**src/rtl/mem_arb_pkg.sv**
```systemverilog
// Shared types for the two-master line-transaction memory arbiter.
package mem_arb_pkg;
  localparam int PKG_LINE_WIDTH = 128;
  localparam int PKG_MEM_WIDTH  = 32;
  localparam int BEATS          = PKG_LINE_WIDTH / PKG_MEM_WIDTH;

  typedef enum logic [1:0] {IDLE, BEAT, DONE} state_e;
  typedef enum logic {MST_IC, MST_DC} mst_e;
endpackage

```
**src/rtl/mem_arbiter_arb2_rr.sv**
```systemverilog
// Two-input round-robin grant; the last served master loses the next tie.
module arb2_rr
  import mem_arb_pkg::*;
(
  input  logic clock,
  input  logic reset,
  input  logic req_ic,
  input  logic req_dc,
  input  logic update,
  input  mst_e upd_master,
  output logic grant_valid,
  output mst_e grant
);

  mst_e last_grant_q, last_grant_d;

  always_comb begin
    last_grant_d = last_grant_q;
    if (update) begin
      last_grant_d = upd_master;
    end
  end

  always_ff @(posedge clock or posedge reset) begin
    if (reset) begin
      last_grant_q <= MST_DC;
    end else begin
      last_grant_q <= last_grant_d;
    end
  end

  always_comb begin
    grant_valid = req_ic | req_dc;
    grant       = MST_IC;
    if (req_ic && req_dc) begin
      grant = (last_grant_q == MST_DC) ? MST_IC : MST_DC;
    end else if (req_dc) begin
      grant = MST_DC;
    end
  end

endmodule

```
**src/rtl/mem_arbiter.sv**
```systemverilog
// Shares one 32-bit memory port between icache refill and dcache refill/writeback,
// serializing 128-bit lines into four word beats and reassembling read lines.
module mem_arbiter
  import mem_arb_pkg::*;
#(
  parameter int ADDR_WIDTH = 32,
  parameter int LINE_WIDTH = 128,
  parameter int MEM_WIDTH  = 32
) (
  input  logic                  clock,
  input  logic                  reset,
  input  logic [ADDR_WIDTH-1:0] ic_addr,
  input  logic                  ic_rd,
  output logic [LINE_WIDTH-1:0] ic_readdata,
  output logic                  ic_waitrequest,
  input  logic [ADDR_WIDTH-1:0] dc_addr,
  input  logic                  dc_rd,
  input  logic                  dc_wr,
  input  logic [LINE_WIDTH-1:0] dc_wdata,
  output logic [LINE_WIDTH-1:0] dc_readdata,
  output logic                  dc_waitrequest,
  output logic [ADDR_WIDTH-1:0] mem_addr,
  output logic                  mem_rd,
  output logic                  mem_wr,
  output logic [MEM_WIDTH-1:0]  mem_wdata,
  input  logic [MEM_WIDTH-1:0]  mem_rdata,
  input  logic                  mem_waitrequest
);

  state_e                  state_q, state_d;
  mst_e                    grant_q, grant_d;
  logic                    wr_q, wr_d;
  logic [ADDR_WIDTH-5:0]   base_q, base_d;
  logic [LINE_WIDTH-1:0]   wdata_q, wdata_d;
  logic [1:0]              beat_q, beat_d;
  logic [LINE_WIDTH-1:0]   line_q, line_d;

  logic                    arb_valid;
  mst_e                    arb_grant;
  logic                    accept;
  logic [MEM_WIDTH-1:0]    wword [BEATS];

  arb2_rr u_arb (
    .clock       (clock),
    .reset       (reset),
    .req_ic      (ic_rd),
    .req_dc      (dc_rd | dc_wr),
    .update      (state_q == DONE),
    .upd_master  (grant_q),
    .grant_valid (arb_valid),
    .grant       (arb_grant)
  );

  // Word 0 of a line lives in the most significant bits.
  for (genvar gi = 0; gi < BEATS; gi++) begin : g_wword
    assign wword[gi] = wdata_q[LINE_WIDTH-1-gi*MEM_WIDTH -: MEM_WIDTH];
  end

  assign accept = (state_q == BEAT) && !mem_waitrequest;

  always_comb begin
    state_d = state_q;
    grant_d = grant_q;
    wr_d    = wr_q;
    base_d  = base_q;
    wdata_d = wdata_q;
    beat_d  = beat_q;
    line_d  = line_q;
    case (state_q)
      IDLE: begin
        if (arb_valid) begin
          grant_d = arb_grant;
          wr_d    = (arb_grant == MST_DC) && dc_wr;
          base_d  = (arb_grant == MST_DC) ? dc_addr[ADDR_WIDTH-1:4] : ic_addr[ADDR_WIDTH-1:4];
          wdata_d = dc_wdata;
          beat_d  = 2'd0;
          state_d = BEAT;
        end
      end
      BEAT: begin
        if (accept) begin
          if (!wr_q) begin
            line_d[LINE_WIDTH-1-int'(beat_q)*MEM_WIDTH -: MEM_WIDTH] = mem_rdata;
          end
          beat_d = beat_q + 2'd1;
          if (beat_q == 2'd3) begin
            state_d = DONE;
          end
        end
      end
      DONE: begin
        state_d = IDLE;
      end
      default: begin
        state_d = IDLE;
      end
    endcase
  end

  always_ff @(posedge clock or posedge reset) begin
    if (reset) begin
      state_q <= IDLE;
      grant_q <= MST_IC;
      wr_q    <= 1'b0;
      base_q  <= '0;
      wdata_q <= '0;
      beat_q  <= 2'd0;
      line_q  <= '0;
    end else begin
      state_q <= state_d;
      grant_q <= grant_d;
      wr_q    <= wr_d;
      base_q  <= base_d;
      wdata_q <= wdata_d;
      beat_q  <= beat_d;
      line_q  <= line_d;
    end
  end

  // Outputs decode registered state only, so reset drops the commands at once.
  assign mem_addr       = {base_q, beat_q, 2'b00};
  assign mem_rd         = (state_q == BEAT) && !wr_q;
  assign mem_wr         = (state_q == BEAT) && wr_q;
  assign mem_wdata      = wword[beat_q];
  assign ic_readdata    = line_q;
  assign dc_readdata    = line_q;
  assign ic_waitrequest = !((state_q == DONE) && (grant_q == MST_IC));
  assign dc_waitrequest = !((state_q == DONE) && (grant_q == MST_DC));

endmodule

```
**config.mk**
```make
export PLATFORM = sky130hd
export DESIGN_NAME = mem_arbiter
export DESIGN_NICKNAME = d
export VERILOG_FILES = /design/src/rtl/mem_arb_pkg.sv /design/src/rtl/mem_arbiter_arb2_rr.sv /design/src/rtl/mem_arbiter.sv
export SDC_FILE = /design/constraint.sdc
export NUM_CORES = 1
export LEC_CHECK = 0
export CORE_MARGIN = 1.5
export CORE_UTILIZATION = 30
export DETAILED_ROUTE_END_ITERATION = 6
export PLACE_DENSITY_LB_ADDON = 0.1
export SLEW_MARGIN = 20
export SYNTH_ARGS = -nofsm -noshare
export SYNTH_HDL_FRONTEND = slang
export SYNTH_SLANG_ARGS = --single-unit
```
**constraint.sdc**
```tcl
create_clock -name clock -period 29.9 [get_ports clock]
set_input_delay 5.98 -clock clock [delete_from_list [all_inputs] [get_ports clock]]
set_output_delay 5.98 -clock clock [all_outputs]
set_load 0.03 [all_outputs]
```
==> impl_metrics.env <==
export IMPL_run_status="complete, no violations"
export IMPL_postCtsSetupBuffers=0
export IMPL_finalWeightedCongestion=0.7566
export IMPL_post_route_period_util=0.2931
export IMPL_finalNetCount=1638
export IMPL_grt_max_degree=92
export IMPL_internal_power_mw=1.439
export IMPL_clock_root_buffer_master="sky130_fd_sc_hd__clkbuf_16"
export IMPL_p_sw_mw=1.042
export IMPL_synth_seq_cells=291
export IMPL_power_density_cell_area_nw_per_um2=124.1
export IMPL_crit_reg2reg_launch="beat_q[0]$_DFFE_PP0P_"
export IMPL_cts_tree="yes"
export IMPL_regToRegSetupSlack_ps=26740
export IMPL_critPathKind="reg -> out"
export IMPL_antenna_found_initial=7
export IMPL_ctsHtreeMaxLevel=2
export IMPL_rsz0062_at_grt="no"
export IMPL_report_final_hold_viol_count=0
export IMPL_pre_cts_slack_ps=21070
export IMPL_power_clock_fraction=0.170
export IMPL_initial_utilization=0.3057
export IMPL_timing_max_transition_violations_final=0
export IMPL_postPlaceCellArea_sq_um=18830
export IMPL_clk_path_buf_depth=3
export IMPL_power_sequential_fraction=0.294
export IMPL_synth_seq_area_share=0.5227
export IMPL_floorplan_rows=78
export IMPL_timing_critical_path_fanout_max=40
export IMPL_route_detailed_drc=0
export IMPL_numPlacedInstances=1966
export IMPL_die_width_microns=218.5
export IMPL_finalCriticalPeriod_ps=8762
export IMPL_syn_cell_area_sq_um=13930
export IMPL_maxSlewHeadroom=0.3597
export IMPL_detailedRoute_firstIterationViolations=456
export IMPL_tightest_hold_check_type="reg -> reg"
export IMPL_worst_slew_pin_transition_ps=960.5
export IMPL_worst_r2r_cell_count=6
export IMPL_drt_pass1_iter_count=4
export IMPL_required_ps=23920
export IMPL_arrival_ps=2780
export IMPL_power_ir_vdd_worst_uv=94.26
export IMPL_clock_skew_ps=18.61
export IMPL_clock_sink_count=291
export IMPL_coreArea_sq_um=45580
export IMPL_postCtsHoldBufs=0
export IMPL_detail_route_vias_per_cell=4.845
export IMPL_layout_common_cells="sky130_fd_sc_hd__clkdlybuf4s50_1 (543), sky130_fd_sc_hd__dfrtp_1 (288), sky130_fd_sc_hd__mux2_2 (215), sky130_fd_sc_hd__nand4_1 (96), sky130_fd_sc_hd__a21bo_2 (89)"
export IMPL_netlist_instances=1013
export IMPL_power_combinational_fraction=0.536
export IMPL_final_cell_count_no_fill=2033
export IMPL_critical_path_endpoint_type="output port"
export IMPL_drv_max_cap_violation_count=0
export IMPL_dieHeight_microns=218.5
export IMPL_final_setup_fails=0
export IMPL_total_via_count_in_the_routed_design=9849
export IMPL_power_switching_share=0.4201
export IMPL_port_buffer_count=543
export IMPL_numCtsBuffers=36
export IMPL_grt_pass1_wl_microns=68230
export IMPL_clock_latency_of_the_later_clocked_register_in_the_worst_skew_pair_ps=540
export IMPL_setup_ws_ps=21140
export IMPL_final_layout_size_suffix_gt1_frac=0.2934
export IMPL_hpwl_after_dpl_microns=32560
export IMPL_antenna_violating_nets_post_route=0
export IMPL_max_clock_freq_ghz=0.1141
export IMPL_final_routed_wirelength_microns=45880
export IMPL_post_cts_resized_instances=0
export IMPL_die_area_sq_um=47750
export IMPL_gr_total_overflow=0
export IMPL_routed_wire_length_per_instance_microns=22.57
export IMPL_area_growth_synth_to_final_pct=43.46
export IMPL_finalInstanceArea_sq_um=19990
export IMPL_ios=554
export IMPL_reg2reg_to="dc_readdata[120]$_DFFE_PP0P_"
export IMPL_synth_area_per_cell_sq_um=13.75
export IMPL_worst_setup_path_endpoint="mem_addr[2]"
export IMPL_synth_distinct_cells=32
export IMPL_final_common_cell="sky130_fd_sc_hd__clkdlybuf4s50_1"
export IMPL_crit_start="beat_q[0]$_DFFE_PP0P_"
export IMPL_clkSlewWorstSetupHoldPaths_ps=50
export IMPL_vias_in_the_first_global_route=10404
export IMPL_grtUsageTotal=0.1915
export IMPL_static_leakage_power_nw=8.395
export IMPL_yosysWarnings=0
export IMPL_critPathLaunchType="flip-flop"
export IMPL_setup_total_negative_slack_ps=0
==> synthesized netlist by cell type, drive strengths merged <==
library cell / instances / share of area
dfrtp: 290 / 0.52
clkbuf: 28 / 0.0075
nor4b: 1 / 0.0011
or3: 2 / 0.00090
mux2: 216 / 0.17
o31ai: 1 / 0.00054
inv: 4 / 0.0011
nor3: 1 / 0.00036
conb: 1 / 0.00027
nand3b: 1 / 0.00054
nand2: 5 / 0.0019
nand2b: 1 / 0.00045
nor2: 4 / 0.0011
dfstp: 1 / 0.0019
nand4: 96 / 0.043
o2bb2ai: 2 / 0.0013
mux4: 32 / 0.052
o21ai: 5 / 0.0018
buf: 182 / 0.098
nor2b: 4 / 0.0018
a22o: 1 / 0.00063
o31a: 1 / 0.00063
a21o: 1 / 0.00054
ha: 4 / 0.0036
and3: 33 / 0.015
a21bo: 96 / 0.069
==> critical path, cell delays in order (launching register included) <==
cell	delay, ps
sky130_fd_sc_hd__dfrtp_4	980
sky130_fd_sc_hd__buf_4	510
sky130_fd_sc_hd__clkdlybuf4s50_1	760
==> registers in the layout, summed over array words and instances (netlist names) <==
name                cells
base_q                 28
u_arb.last_grant_q      1
beat_q                  2
wr_q                    1
dc_readdata           128
wdata_q               128
grant_q                 1
state_q                 2
==> power by group through the flow <==
stage	Combinational [mW]	Clock (mW)	Sequential, mW
after floorplan	0.758	0	0.843
after global placement	1.34	0	0.736
after detailed placement	1.34	0	0.743
after CTS	1.35	0.437	0.738
after global routing	1.40	0.452	0.762
final	1.33	0.421	0.730
==> worst min-delay path by stage <==
| stage | from | to | slack (ps) | depth (start not counted) |
|---|---|---|---|---|
| floorplan | u_arb.last_grant_q$_DFFE_PP1N_ | u_arb.last_grant_q$_DFFE_PP1N_ | 460 | 2 |
| global placement | wdata_q[42]$_DFFE_PP0P_ | wdata_q[42]$_DFFE_PP0P_ | 480 | 1 |
| detailed placement | wdata_q[42]$_DFFE_PP0P_ | wdata_q[42]$_DFFE_PP0P_ | 490 | 1 |
| CTS | wdata_q[42]$_DFFE_PP0P_ | wdata_q[42]$_DFFE_PP0P_ | 500 | 1 |
| global route | wdata_q[23]$_DFFE_PP0P_ | wdata_q[23]$_DFFE_PP0P_ | 510 | 1 |
| finish | wdata_q[9]$_DFFE_PP0P_ | wdata_q[9]$_DFFE_PP0P_ | 500 | 1 |
==> kinds of logic (layout without fill, tap and decap cells) <==
family,after synthesis,after routing,synth area share
adder cells (fa/ha/maj),4,4,0.003592
AO/OA/AOI/OAI,107,107,0.07435
other,1,7,0.0002691
flip-flops,291,291,0.5227
buffers and inverters,214,628,0.1068
AND/OR/NAND/NOR,148,148,0.06600
multiplexers,248,248,0.2263
==> layer usage <==
metal  GRT usage  wire (microns)  up-vias
met5           0              43        -
met4     0.06575            1126        6
met3     0.05623            3624       73
met2      0.3232           23030      388
met1      0.2320           18060     5027
li1            -               -     4355
==> area by class of cell <==
class | count | area (sq um)
fillers | 4336 | 25590
flip-flops and latches | 291 | 7291
repair buffers | 562 | 5578
multi-input cells | 509 | 5192
clock buffers | 56 | 1099
well taps | 600 | 750.7
clock inverters | 6 | 43.79
inverters | 4 | 22.52
diodes | 5 | 12.51
==> through the flow <==
| step | hold WS (ps) | util | total power [mW] |
|---|---|---|---|
| 4_1_cts | 503.3 | 0.4383 | 2.522 |
| 5_1_grt | 512.7 | 0.4385 | 2.611 |
| 2_1_floorplan | 458.5 | - | 1.601 |
| 3_5_place_dp | 490.8 | 0.4132 | 2.086 |
| 3_3_place_gp | 484.8 | 0.4132 | 2.073 |
| 6_report | 499.2 | 0.4386 | 2.481 |
Power figures use the tool's default switching activity.
